<file path="src/rtl/lock_attempt_ctrl.sv">
// Four-digit combination lock controller.
// It captures hex digits on the KEY3..KEY0 pulses, in that order.
// It checks or reprograms the stored password.
// It shows the result for a fixed time.
// After too many consecutive failures it locks the keypad out.
module lock_attempt_ctrl #(
  parameter logic [15:0] DEFAULT_PW    = 16'h01AF,
  parameter int unsigned MAX_FAIL      = 3,
  parameter int unsigned RESULT_CYCLES = 50_000_000,
  parameter int unsigned LOCK_CYCLES   = 500_000_000
) (
  input  logic        clk_50,
  input  logic        rst,
  input  logic [3:0]  USERIN,
  input  logic [3:0]  key_pulse,
  input  logic        mode_set,
  output logic [15:0] entry,
  output logic [15:0] stored_pw,
  output logic        ledg,
  output logic        ledr,
  output logic        armed,
  output logic        pw_updated,
  output logic [1:0]  fail_cnt,
  output logic [2:0]  state_o
);

  typedef enum logic [2:0] {
    S_IDLE    = 3'd0,
    S_D3      = 3'd1,
    S_D2      = 3'd2,
    S_D1      = 3'd3,
    S_CHECK   = 3'd4,
    S_RESULT  = 3'd5,
    S_LOCKOUT = 3'd6
  } state_t;

  localparam logic [1:0]  MAX_FAIL_C    = 2'(MAX_FAIL);
  // The counter is loaded with N-1 and runs down to 0, so the state lasts N cycles.
  localparam logic [31:0] RESULT_RELOAD = 32'(RESULT_CYCLES - 1);
  localparam logic [31:0] LOCK_RELOAD   = 32'(LOCK_CYCLES - 1);

  state_t      state_q;
  logic [15:0] entry_q;
  logic [15:0] stored_pw_q;
  logic        armed_q;
  logic [1:0]  fail_cnt_q;
  logic        result_ok_q;
  logic [31:0] cnt_q;
  logic        prog_q;
  logic        pw_updated_q;
  logic        ledg_q;
  logic        ledr_q;

  logic [1:0]  fail_inc_d;
  logic        check_pass_d;

  // Saturating failure increment and the pass/fail verdict for the CHECK cycle.
  // Programming succeeds only while armed.
  // A plain check succeeds on an exact match.
  always_comb begin
    fail_inc_d   = (fail_cnt_q >= MAX_FAIL_C) ? MAX_FAIL_C : fail_cnt_q + 2'd1;
    check_pass_d = prog_q ? armed_q : (entry_q == stored_pw_q);
  end

  // Main FSM with registered outputs.
  // The LEDs are set on the transition into RESULT or LOCKOUT.
  // They are cleared on the transition out of those states.
  always_ff @(posedge clk_50) begin
    if (rst) begin
      state_q      <= S_IDLE;
      entry_q      <= 16'h0000;
      stored_pw_q  <= DEFAULT_PW;
      armed_q      <= 1'b0;
      fail_cnt_q   <= 2'd0;
      result_ok_q  <= 1'b0;
      cnt_q        <= 32'd0;
      prog_q       <= 1'b0;
      pw_updated_q <= 1'b0;
      ledg_q       <= 1'b0;
      ledr_q       <= 1'b0;
    end else begin
      pw_updated_q <= 1'b0;
      case (state_q)
        S_IDLE: begin
          if (key_pulse == 4'b1000) begin
            entry_q[15:12] <= USERIN;
            prog_q         <= mode_set;  // mode is frozen for the rest of the entry
            state_q        <= S_D3;
          end
        end
        S_D3: begin
          if (key_pulse == 4'b0100) begin
            entry_q[11:8] <= USERIN;
            state_q       <= S_D2;
          end
        end
        S_D2: begin
          if (key_pulse == 4'b0010) begin
            entry_q[7:4] <= USERIN;
            state_q      <= S_D1;
          end
        end
        S_D1: begin
          if (key_pulse == 4'b0001) begin
            entry_q[3:0] <= USERIN;
            state_q      <= S_CHECK;
          end
        end
        S_CHECK: begin
          if (check_pass_d) begin
            result_ok_q <= 1'b1;
            ledg_q      <= 1'b1;
            ledr_q      <= 1'b0;
            cnt_q       <= RESULT_RELOAD;
            state_q     <= S_RESULT;
            if (prog_q) begin
              // Programming consumes the armed permission; the failure count is untouched.
              stored_pw_q  <= entry_q;
              pw_updated_q <= 1'b1;
              armed_q      <= 1'b0;
            end else begin
              armed_q    <= 1'b1;
              fail_cnt_q <= 2'd0;
            end
          end else begin
            result_ok_q <= 1'b0;
            armed_q     <= 1'b0;
            fail_cnt_q  <= fail_inc_d;
            ledg_q      <= 1'b0;
            ledr_q      <= 1'b1;
            if (fail_inc_d == MAX_FAIL_C) begin
              cnt_q   <= LOCK_RELOAD;
              state_q <= S_LOCKOUT;
            end else begin
              cnt_q   <= RESULT_RELOAD;
              state_q <= S_RESULT;
            end
          end
        end
        S_RESULT, S_LOCKOUT: begin
          if (cnt_q == 32'd0) begin
            if (state_q == S_LOCKOUT) begin
              fail_cnt_q <= 2'd0;
            end
            entry_q <= 16'h0000;
            ledg_q  <= 1'b0;
            ledr_q  <= 1'b0;
            state_q <= S_IDLE;
          end else begin
            cnt_q <= cnt_q - 32'd1;
          end
        end
        default: state_q <= S_IDLE;
      endcase
    end
  end

  assign entry      = entry_q;
  assign stored_pw  = stored_pw_q;
  assign ledg       = ledg_q;
  assign ledr       = ledr_q;
  assign armed      = armed_q;
  assign pw_updated = pw_updated_q;
  assign fail_cnt   = fail_cnt_q;
  assign state_o    = state_q;

endmodule
</file>
<file path="config.mk">
export PLATFORM = sky130hd
export DESIGN_NAME = lock_attempt_ctrl
export DESIGN_NICKNAME = d
export VERILOG_FILES = /design/src/rtl/lock_attempt_ctrl.sv
export SDC_FILE = /design/constraint.sdc
export NUM_CORES = 1
export LEC_CHECK = 0
export ABC_AREA = 0
export CORE_MARGIN = 3
export CORE_UTILIZATION = 59
export CTS_CLUSTER_SIZE = 8
export DETAILED_ROUTE_END_ITERATION = 10
export PLACE_DENSITY = 0.92
export SLEW_MARGIN = 20
export SYNTH_ARGS = -nofsm -noshare
export SYNTH_HDL_FRONTEND = slang
export SYNTH_SLANG_ARGS = --single-unit
</file>
<file path="constraint.sdc">
create_clock -name clk_50 -period 4.9 [get_ports clk_50]
set_input_delay 0.49 -clock clk_50 [delete_from_list [all_inputs] [get_ports clk_50]]
set_output_delay 0.49 -clock clk_50 [all_outputs]
set_load 0.02 [all_outputs]
</file>
==> qor.txt <==
Number of maximum-capacitance violations: 0
Fillers: 397
Overall power consumption: 0.00120 W
Clk sink count: 74
Relative slew slack: 33.6%
Final WL: 10500 µm
Portion of synthesized cell area occupied by the leading cell type: 39.9%
Hold path endpoint: stored_pw[11]$_SDFFE_PP0P_
Setup crit end kind: register
Commonest non-fill, non-tap cell in the layout: dfxtp_1
H-tree depth: 3
Max rail drop VDD: 0.206 mV
Cell variety after synth: 56
Syn-to-layout area delta: 21.2%
Cell chosen for the clock root: clkbuf_8
Power density normalized to cell area: 267 nW/µm²
Max-slew violations: 0
Worst Setup Path Type: register to register
Post_cts resized: 0
Later-pin clock latency in the skew report: 0.35 ns
Worst Path Max Fanout: 8
Setup slack of the worst register-to-register path: 1.62 ns
Congestion Overflow GR: 0
Mapped Avg Cell Area: 8.17 µm²
Horizontal die dimension: 85.3 µm
R2r startpoint: cnt_q[11]$_SDFFE_PP0P_
Area of the core: 5990 µm²
Nets@finish: 511
Post-route clock period utilization: 66.9%
Via density per instance: 6.41
Pin count of the biggest net entering global routing: 69
Count of state elements after synthesis: 74
Height of the die: 85.3 µm
Clock transition at the registers of the reported paths: 0.08 ns
Post-detail-place hpwl: 7100 µm
Highest clock frequency the design can meet: 0.305 GHz
Hold Violations, Final: 0
Reg2reg path depth: 7
Global-route wire length before repair: 17300 µm
Hold Path Class: register to register
Count of synthesis-stage warnings from yosys: 0
Total DRC errors in the routed layout: 0
Endpoint of the lowest-slack register-to-register path: cnt_q[21]$_SDFFE_PP0P_
CTS tree: built
Number of instances in the synthesized netlist: 454
Most area-consuming cells after synthesis: dfxtp_1 40%, nand2_1 6.9%, xnor2_1 6.4%, a21oi_1 5.4%, nor2_1 4.5%
Pre-CTS setup slack: 1.66 ns
Starting DRT DRC Count: 478
RSZ-0062 raised after global routing: no
Total Neg Setup Slack: 0 ns
Flip-flop cell with the highest count after synthesis: dfxtp_1
Worst stage delay on the critical path: 0.70 ns
Req. time, crit path: 5.19 ns
Detail Route Antenna Nets: 0
Worst-case hold slack: 0.483 ns
Post-CTS setup-driven buffer insertion count: 0
Global router's overall resource usage: 29.6%
Final routed wire length divided by cell count: 18.1 µm
Setup skew after layout: 0.00973 ns
Startpoint types: register
Number of search-and-repair iterations in the first detailed-routing pass: 5
Initial antenna violation count: 0
Number of standard-cell rows in the floorplan: 28
Total CTS buffers: 9
Post-Synthesis Cell Area: 3710 µm²
Time the worst path needs with I/O delays and setup: 3.28 ns
Post-CTS Hold Buffers: 0
Most used cells in the layout excluding fill and tap cells: 74 x dfxtp_1, 68 x nand2_1, 50 x clkdlybuf4s50_1
Fraction of final layout cells sized beyond drive strength 1: 6.75%
Cell with the biggest individual delay on the critical path: nor4_1
Routability congestion estimate: 0.933
Slew at the pin closest to its max-slew limit: 0.994 ns
Total setup violations reported at the end of the flow: 0
Die area: 7270 µm²
Final worst setup slack: 1.62 ns
Crit path buffers/inverters: 1
Portion of the post-synthesis area used by sequential elements: 39.9%
CTS Buffer Depth: 2
Initial standard-cell utilization of the core: 61.9%
Crit path DAT: 3.57 ns
Fraction of registers with async set or reset after synthesis: 0%
Vias: 3710
Diodes inserted: 0
Boundary pin count: 52
Largest area contributor in the netlist: dfxtp_1
Synthesized netlist net count: 466
Worst Hold Launch: stored_pw[11]$_SDFFE_PP0P_
Number of enable flip-flop cells after synthesis: 0
Gate family responsible for the most delay along the worst path: simple AND/OR/NAND/NOR gates
Series of cell instances along the critical path: nor4_1, nand3b_1, nor4_4, nor2_1, buf_4, nor3_1, o22a_1
Result of the run: finished clean
Cells on Worst Hold Path: 2
Leakage component of the power: 1.61 nW
# port buffers: 51
Via count of the first global-routing pass: 3574
==> through the flow <==
step           cells  area [µm²]  utilization, %
6_report         579        4490            75.0
5_1_grt          579        4490            75.0
4_1_cts          579        4480            74.8
3_5_place_dp     563        4250            71.0
3_3_place_gp     563        4250            71.0
2_1_floorplan    454        3710               -
==> layer usage <==
metal | vias to the layer above | share of wire, % | GRT usage (%)
li1 | 1730 | - | -
met1 | 1696 | 39 | 38.5
met2 | 243 | 47 | 46.7
met3 | 41 | 10 | 6.21
met4 | 0 | 3.4 | 14.2
met5 | - | 0 | 0
==> power by group <==
group          switching (W)  leakage [nW]  internal, W   total, W
logic              0.0000271         0.898    0.0000207  0.0000478
clock network       0.000227         0.117     0.000315   0.000542
registers         0.00000600         0.596     0.000603   0.000609
==> synthesized netlist by cell type, drive strengths merged, types with 6 or more instances <==
| cell type | instances |
|---|---|
| a211oi | 14 |
| nand4 | 8 |
| mux2i | 8 |
| and2 | 6 |
| nand3b | 8 |
| clkbuf | 18 |
| xnor2 | 27 |
| nand3 | 20 |
| nor3 | 25 |
| a21oi | 40 |
| nand2 | 68 |
| nor2 | 44 |
| nor4 | 20 |
| dfxtp | 74 |
==> cell families (layout without fill, tap and decap cells) <==
group | Yosys count | in the layout | synth area share [%]
adder cells (fa/ha/maj) | 1 | 1 | 0.337
AND/OR/NAND/NOR | 231 | 231 | 32.4
XOR/XNOR | 31 | 31 | 7.32
buffers and inverters | 26 | 76 | 2.90
flip-flops | 74 | 74 | 39.9
multiplexers | 8 | 8 | 2.16
AO/OA/AOI/OAI | 83 | 83 | 14.9
==> cell type report <==
class | instances | area (µm²) | area share (%)
clock buffers | 12 | 155 | 3.45
clock inverters | 4 | 73.8 | 1.64
inverters | 5 | 18.8 | 0.418
multi-input cells | 354 | 2140 | 47.5
flip-flops and latches | 74 | 1480 | 33.0
well taps | 75 | 93.8 | 2.09
repair buffers | 55 | 536 | 11.9
==> sequential cells by signal, indices dropped and copies added (netlist names) <==
name        flops
armed           1
cnt_q          32
entry          16
fail_cnt        2
ledg            1
ledr            1
prog_q          1
pw_updated      1
state_o         3
stored_pw      16
==> worst max path at each step <==
stage | start | endpoint | slack (ns) | cells after the start
final | cnt_q[11]$_SDFFE_PP0P_ | cnt_q[21]$_SDFFE_PP0P_ | 1.62 | 7
after global routing | cnt_q[11]$_SDFFE_PP0P_ | cnt_q[20]$_SDFFE_PP0P_ | 1.46 | 7
after CTS | cnt_q[18]$_SDFFE_PP0P_ | cnt_q[26]$_SDFFE_PP0P_ | 1.61 | 6
after detailed placement | cnt_q[18]$_SDFFE_PP0P_ | cnt_q[21]$_SDFFE_PP0P_ | 1.66 | 6
after global placement | cnt_q[18]$_SDFFE_PP0P_ | cnt_q[21]$_SDFFE_PP0P_ | 1.74 | 6
after floorplan | cnt_q[18]$_SDFFE_PP0P_ | entry[6]$_SDFFE_PP0P_ | 2.40 | 7
==> worst register-to-register path, stage by stage, from the launching register on <==
cell	delay, ns
dfxtp_1	0.37
nor4_1	0.70
nand3b_1	0.45
nor4_4	0.65
nor2_1	0.23
buf_4	0.22
nor3_1	0.38
o22a_1	0.22
(Power assumes the default switching activity.)
